## src/rtl/pe3_pkg.sv

```systemverilog
// Shared constants and state type for the PE3 pass sequencer.
// Twiddle values document what sel selects inside PE3.
package pe3_pkg;

  localparam int unsigned PE3_LAT    = 6;
  localparam int unsigned RAM_RD_LAT = 1;
  localparam int unsigned TW_SEL0    = 2285;
  localparam int unsigned TW_SEL1    = 3095;

  typedef enum logic [1:0] {
    StIdle,
    StIssue,
    StDrain,
    StDone
  } pe3_state_e;

endpackage

```

## src/rtl/pe3_delay_line.sv

```systemverilog
// Fixed-depth shift register with asynchronous active-high clear.
// Used to track in-flight entries through the RAM read and PE3 pipeline.
module pe3_delay_line #(
  parameter int unsigned Depth = 1,
  parameter int unsigned Width = 1
) (
  input  logic             clk_i,
  input  logic             clr_i,
  input  logic [Width-1:0] d_i,
  output logic [Width-1:0] q_o
);

  logic [Depth-1:0][Width-1:0] stage_q;

  always_ff @(posedge clk_i or posedge clr_i) begin
    if (clr_i) begin
      stage_q <= '0;
    end else begin
      stage_q[0] <= d_i;
      for (int i = 1; i < Depth; i++) begin
        stage_q[i] <= stage_q[i-1];
      end
    end
  end

  assign q_o = stage_q[Depth-1];

endmodule

```

## src/rtl/pe3_seq.sv

```systemverilog
// Sequencer for one pass of PE3 butterflies over an in-place coefficient RAM:
// issues paired reads, aligns the twiddle select and writes results back.
module pe3_seq
  import pe3_pkg::*;
#(
  parameter int unsigned data_width = 12,
  parameter int unsigned addr_width = 7,
  parameter int unsigned N_PAIRS    = 64
) (
  input  logic                  clk,
  input  logic                  rst,
  input  logic                  start,
  output logic                  busy,
  output logic                  done,
  output logic                  rd_en,
  output logic [addr_width-1:0] rd_addr_u,
  output logic [addr_width-1:0] rd_addr_v,
  output logic                  sel,
  output logic                  wr_en,
  output logic [addr_width-1:0] wr_addr_u,
  output logic [addr_width-1:0] wr_addr_v
);

  if (N_PAIRS < 1 || N_PAIRS > (1 << (addr_width - 1)) || data_width < 1) begin : g_param_check
    $error("pe3_seq: illegal parameter combination");
  end

  localparam int unsigned DlyDepth = RAM_RD_LAT + PE3_LAT;
  localparam int unsigned DlyWidth = 1 + 2 * addr_width;
  localparam int unsigned CntW     = $clog2(DlyDepth + 1);

  localparam logic [addr_width-1:0] NPairs = addr_width'(N_PAIRS);
  localparam logic [addr_width-1:0] LastJ  = addr_width'(N_PAIRS - 1);
  localparam logic [addr_width-1:0] HalfJ  = addr_width'(N_PAIRS / 2);

  pe3_state_e            state_q, state_d;
  logic [addr_width-1:0] j_q, j_d;
  logic [CntW-1:0]       inflight_q, inflight_d;
  logic                  pending;
  logic                  sel_raw;
  logic [DlyWidth-1:0]   dly_d, dly_q;

  always_ff @(posedge clk or posedge rst) begin
    if (rst) begin
      state_q    <= StIdle;
      j_q        <= '0;
      inflight_q <= '0;
    end else begin
      state_q    <= state_d;
      j_q        <= j_d;
      inflight_q <= inflight_d;
    end
  end

  // Entries still in the delay line after this edge; rd_en is low while draining.
  assign inflight_d = inflight_q + CntW'(rd_en) - CntW'(wr_en);
  assign pending    = (inflight_q != CntW'(wr_en));

  always_comb begin
    state_d = state_q;
    j_d     = j_q;
    unique case (state_q)
      StIdle: begin
        if (start) begin
          state_d = StIssue;
          j_d     = '0;
        end
      end
      StIssue: begin
        j_d = j_q + 1'b1;
        if (j_q == LastJ) begin
          state_d = StDrain;
        end
      end
      StDrain: begin
        if (!pending) begin
          state_d = StDone;
        end
      end
      StDone:  state_d = StIdle;
      default: state_d = StIdle;
    endcase
  end

  always_comb begin
    rd_en     = (state_q == StIssue);
    busy      = (state_q == StIssue) || (state_q == StDrain);
    done      = (state_q == StDone);
    rd_addr_u = rd_en ? j_q : '0;
    rd_addr_v = rd_en ? (j_q + NPairs) : '0;
    sel_raw   = rd_en && (j_q >= HalfJ);
  end

  // Idle slots carry zero addresses so the write side rests at zero.
  assign dly_d = {rd_en, rd_addr_u, rd_addr_v};

  pe3_delay_line #(
    .Depth(DlyDepth),
    .Width(DlyWidth)
  ) u_addr_dly (
    .clk_i(clk),
    .clr_i(rst),
    .d_i  (dly_d),
    .q_o  (dly_q)
  );

  assign {wr_en, wr_addr_u, wr_addr_v} = dly_q;

  pe3_delay_line #(
    .Depth(RAM_RD_LAT),
    .Width(1)
  ) u_sel_dly (
    .clk_i(clk),
    .clr_i(rst),
    .d_i  (sel_raw),
    .q_o  (sel)
  );

endmodule

```

## config.mk

```make
export PLATFORM = sky130hd
export DESIGN_NAME = pe3_seq
export DESIGN_NICKNAME = d
export VERILOG_FILES = /design/src/rtl/pe3_pkg.sv /design/src/rtl/pe3_delay_line.sv /design/src/rtl/pe3_seq.sv
export SDC_FILE = /design/constraint.sdc
export NUM_CORES = 1
export LEC_CHECK = 0
export BUFFER_PORTS_ARGS = -buffer_cell sky130_fd_sc_hd__buf_2
export CAP_MARGIN = 20
export CORE_ASPECT_RATIO = 1.25
export CORE_MARGIN = 2
export CORE_UTILIZATION = 44
export DETAILED_ROUTE_END_ITERATION = 7
export PLACE_DENSITY = 0.65
export RECOVER_POWER = 25
export SLEW_MARGIN = 20
export SYNTH_ARGS = -nofsm -noshare
export SYNTH_HDL_FRONTEND = slang
export SYNTH_SLANG_ARGS = --single-unit
```

## constraint.sdc

```tcl
create_clock -name clk -period 5.45 [get_ports clk]
set_input_delay 0.545 -clock clk [delete_from_list [all_inputs] [get_ports clk]]
set_output_delay 0.545 -clock clk [all_outputs]
set_load 0.01 [all_outputs]
```

Yosys cells after proc, flatten, opt, wreduce, memory -nomap -nowiden
Cells that the tools add are included.
{"block": "word_totals", "inputBits": 3, "elab_cells": 38, "register_bits": 118, "output_inout_bits": 33}
{"block": "op_classes", "mux": 8, "reduce_logical": 6, "addsub": 4, "magnitude_cmp": 1, "eq_ne": 8}
{"operator": "$mux 7", "n": 3}
{"operator": "$pmux 7 s2", "n": 1}
{"operator": "$pmux 2 s4", "n": 1}
{"operator": "$add 7x1->7 const B", "n": 1}
{"operator": "$add 7x7->7 const B", "n": 1}
{"operator": "$eq 7x6->1 const B", "n": 1}
{"operator": "$ge 7x6->1 const B", "n": 1}
{"operator": "$mux 2", "n": 3}
{"operator": "$eq 2x2->1 const B", "n": 2}
{"operator": "$ne 2x2->1 const B", "n": 2}
{"operator": "$add 3x1->3", "n": 1}
{"operator": "$ne 3x1->1", "n": 1}
{"operator": "$reduce_and 3->1", "n": 1}
{"operator": "$sub 3x1->3", "n": 1}
{"operator": "$eq 2x1->1 const B", "n": 1}
{"operator": "$logic_not 2->1", "n": 1}
{"operator": "$ne 2x1->1 const B", "n": 1}
{"operator": "$reduce_and 2->1", "n": 1}
{"operator": "$reduce_bool 2->1", "n": 1}
{"operator": "$logic_and 1x1->1", "n": 1}
{"operator": "$logic_or 1x1->1", "n": 1}

Depth between registers and ports, before layout
{"block": "logic_depth", "ltp_word": 3, "ltp_mapped": 8, "mapped_depth_nobuf": 8}

By module
From an unflattened synthesis, not the netlist that was laid out.
{"block": "hier_totals", "hier_cells": 209, "hier_area_um2": 3607.2}
{"module": "pe3_delay_line at u_addr_dly", "cells_each": 121, "instances": 1, "seq_area_each_um2": 2627.5, "area_per_inst_um2": 2743.9}
{"module": "pe3_seq", "cells_each": 86, "instances": 1, "seq_area_each_um2": 300.3, "area_per_inst_um2": 834.6}
{"module": "pe3_delay_line at u_sel_dly", "cells_each": 2, "instances": 1, "seq_area_each_um2": 25.0, "area_per_inst_um2": 28.8}

Least setup slack after synthesis
Ideal clock, no wire load.
{"block": "synth_path", "path_type": "reg-to-output", "startpoint": "register state_q[1]", "endpoint": "output rd_addr_v[0]", "t_arrival_ns": 1.462, "setup_slack_ns": 3.443, "stages_incl_launch_ff": 6, "n_path_buf": 2, "required_time_ns": 4.905, "path_cell_list": "dfrtp_1 > inv_1 > ha_1 > clkbuf_1 > and2_1 > buf_4"}
{"block": "synth_between", "elab_chain_len": 2}
{"element": "start: declaration", "line": "pe3_seq.sv:36", "rtl": "pe3_state_e state_q, state_d;"}
{"element": "start signal: assignment", "line": "pe3_seq.sv:45", "rtl": "state_q <= StIdle;"}
{"element": "start signal: assignment", "line": "pe3_seq.sv:49", "rtl": "state_q <= state_d;"}
{"element": "$eq 2x1->1", "line": "pe3_seq.sv:86", "rtl": "rd_en = (state_q == StIssue);"}
{"element": "named net rd_en", "line": "pe3_seq.sv:15", "rtl": "output logic rd_en,"}
{"element": "$mux 7", "line": "pe3_seq.sv:90", "rtl": "rd_addr_v = rd_en ? (j_q + NPairs) : '0;"}
{"element": "end: declaration", "line": "pe3_seq.sv:17", "rtl": "output logic [addr_width-1:0] rd_addr_v,"}
The timed path passes the listed nets, and every way through them passes these cells.

Final worst setup path
{"block": "layout_path", "startpoint": "register state_q[1]", "endpoint": "output rd_addr_v[6]"}
{"block": "layout_between", "elab_chain_len": 2}
{"element": "$eq 2x1->1", "line": "pe3_seq.sv:86"}
{"element": "$mux 7", "line": "pe3_seq.sv:90"}
No other way between the ends.

==> flow_summary.toml <==
[clocking]
cts_tree = "yes"
clkTransAtPathRegs_ns = 0.07
post_cts_buffers = 0
clock-sinks = 76
cts_made_buffers = 9
clockBufferDepth = 2
cts_root_buf = "clkbuf_8"
cts_resized = 0
htree_levels = 3
hold_buffers = 0
clk_latency_ns = 0.33

[yosys]
yosysMostFrequentCell = "dfrtp_1"
synth.top_cells.by_area = "dfrtp_1, buf_4, ha_1"
synth_area_per_cell_sq_um = 15.5
ys_warn_count = 0
synth_area_leader_cell = "dfrtp_1"
yosys_most_used_dff = "dfrtp_1"
yosys_register_bits = 76
synth-edff-count = 0
syn_inst = 164
synth_cell_types = 33
yosysSeqAreaShare_pct = 75.0
synth_fp_nets = 176
yosys.area.top_type_share_pct = 75.0
ys_async_sr_fraction_pct = 100
ys_top_cells_by_count = "dfrtp_1, buf_4, inv_1"
syn_area_sq_um = 2540

[sta]
clock-skew-final_ns = 0.00565
rsz0062_at_grt = "no"
worst_hold_slack_ns = 0.345
finalSetupViolations = 0
post-route-min-period_ns = 2.44
fin_crit_sh_pct = 44.8
maxSlewHeadroom_pct = 39.9
tightest_slew_ns = 0.902
fin_ws_ns = 3.01
hold_violations = 0
finalSetupTns_ns = 0
fmax_mhz = 410
slew_viol_final = 0

[drt]
drc = 0
first_pass_iters = 4
routed-via-count = 1206
avgViaCountPerCell = 4.69
finalWirelength_microns = 3220
wl_per_cell_microns = 12.5
drt_iter0_markers = 77
antenna_left = 0

[place]
post_dp_cell_area_sq_um = 2650
port_buffers = 35
dpl.hpwl_microns = 2020
pre_cts_slack_ns = 3.33
place.gp.congestion = 0.795

[setup_path]
cp-end-kind = "output pin"
crit_fanout = 21
crit_path_top_delay_cell = "ha_1"
arrival_ns = 1.89
path_cells = "inv_1 > ha_1 > nor2b_1 > buf_2"
critPathMaxStageDelay_ns = 0.58
cp_data_required_time_ns = 4.91
startpoint_type = "flip-flop"
critical_path_class = "flip-flop to output pin"

[floorplanning]
start_util_pct = 46.0
die_x_microns = 71.9
fp.coreArea_sq_um = 5520
die-area_sq_um = 6390
fp-row-count = 30
dieHeight_microns = 88.9
ios = 36

[final_layout]
fin_area_sq_um = 2840
fin_nets = 202
post-route-util_pct = 51.4
area_growth_pct = 11.8
antennaDiodeCount = 0
drive_gt1_share_pct = 29.5

[power_and_ir_drop]
seq_power_share_pct = 57.4
p_comb_share_pct = 1.2
powerDensity_nw_per_um2 = 346
internal-power_w = 0.000796
switching_power_w = 0.000186
peakVddDrop_mv = 0.157
swShare_pct = 19.0
pwr-share-clk_pct = 41.4
p_leak_nw = 1.29

[global_routing]
first_global_vias = 1174
grt.overflow.total = 0
grt_pass1_wl_microns = 5390
track_usage_pct = 11.7
grt_antenna_before_repair = 0
grt_max_degree = 77

[run]
maxCapViolations = 0

[min_path]
worstHoldPathType = "flip-flop to flip-flop"

[status]
outcome = "complete, no violations"
[layer usage]
metal	global-route usage, %	vias up	part of all wire (%)	wire length (microns)
met5	0	-	0	0
met4	6.17	0	1.8	59
met3	5.07	7	5.2	167
met2	17.3	36	47	1500
met1	14.5	598	46	1490
li1	-	565	-	-
[logic make-up after synthesis]
group | synth area share (%)
xor+xnor | 0.690
fa+ha+maj | 4.73
flops | 75.0
simple gates | 6.85
buf+inv | 7.40
compound gates | 4.54
mux | 0.838
[flip-flops by register name (all words and copies together) (netlist names)]
name / cells
state_q: 2
u_sel_dly.q_o: 1
u_addr_dly.q_o: 9
j_q: 7
u_addr_dly.stage_q: 54
inflight_q: 3
[placed cells by master, fill, tap and decap left out, types with 2 or more instances in the layout]
cell / synthesis / routed
clkbuf_8: 0 / 11
nand3_2: 2 / 2
nor2b_1: 2 / 2
buf_2: 0 / 35
inv_1: 9 / 8
a22o_1: 3 / 3
nand2_1: 7 / 7
nand3_1: 3 / 3
xnor2_1: 2 / 2
nor3_1: 2 / 2
nor2_1: 2 / 2
and2_1: 6 / 6
ha_1: 8 / 8
dfrtp_1: 76 / 76
o21ai_0: 3 / 3
[worst max-delay path, delay by kind of cell, from the launching register on]
| family | cells | cell delay (ns) |
|---|---|---|
| AND/OR/NAND/NOR | 1 | 0.31 |
| buffers and inverters | 2 | 0.26 |
| adder cells (fa/ha/maj) | 1 | 0.58 |
| flip-flops | 1 | 0.41 |
[per-stage QoR]
step	power, W	std cells
final	0.000982	257
after global placement	0.000586	243
after floorplan	0.000583	164
after global routing	0.00102	257
after CTS	0.000997	257
after detailed placement	0.000587	243
[power groups by stage]
stage	combinational (W)	sequential, W	clock (W)
2_1_floorplan	0.00000832	0.000575	0
3_5_place_dp	0.0000125	0.000575	0
3_3_place_gp	0.0000117	0.000575	0
5_1_grt	0.0000143	0.000563	0.000446
6_report	0.0000116	0.000564	0.000407
4_1_cts	0.0000125	0.000564	0.000421
[worst paths after layout]
check,startpoint,to,slack [ns],cells after the start
worst max-delay path,state_q[1]$_DFFE_PP0P_,rd_addr_v[6],3.01,4
worst min-delay path,u_addr_dly.stage_q[25]$_DFF_PP0_,u_addr_dly.stage_q[40]$_DFF_PP0_,0.34,0
worst max register to register,state_q[1]$_DFFE_PP0P_,inflight_q[2]$_DFF_PP0_,3.31,7
worst min register to register,u_addr_dly.stage_q[25]$_DFF_PP0_,u_addr_dly.stage_q[40]$_DFF_PP0_,0.34,0
max in group asynchronous,rst,inflight_q[1]$_DFF_PP0_,4.39,3
min in group asynchronous,rst,u_addr_dly.q_o[6]$_DFF_PP0_,0.48,3
[final cells by class]
type / count / area (sq um)
fillers: 464 / 2680
flip-flops and latches: 76 / 1900
multi-input cells: 58 / 448
repair buffers: 36 / 183
clock buffers: 12 / 155
well taps: 64 / 80.1
clock inverters: 2 / 35.0
inverters: 9 / 33.8
No activity file was read; power rests on OpenSTA's default activity.
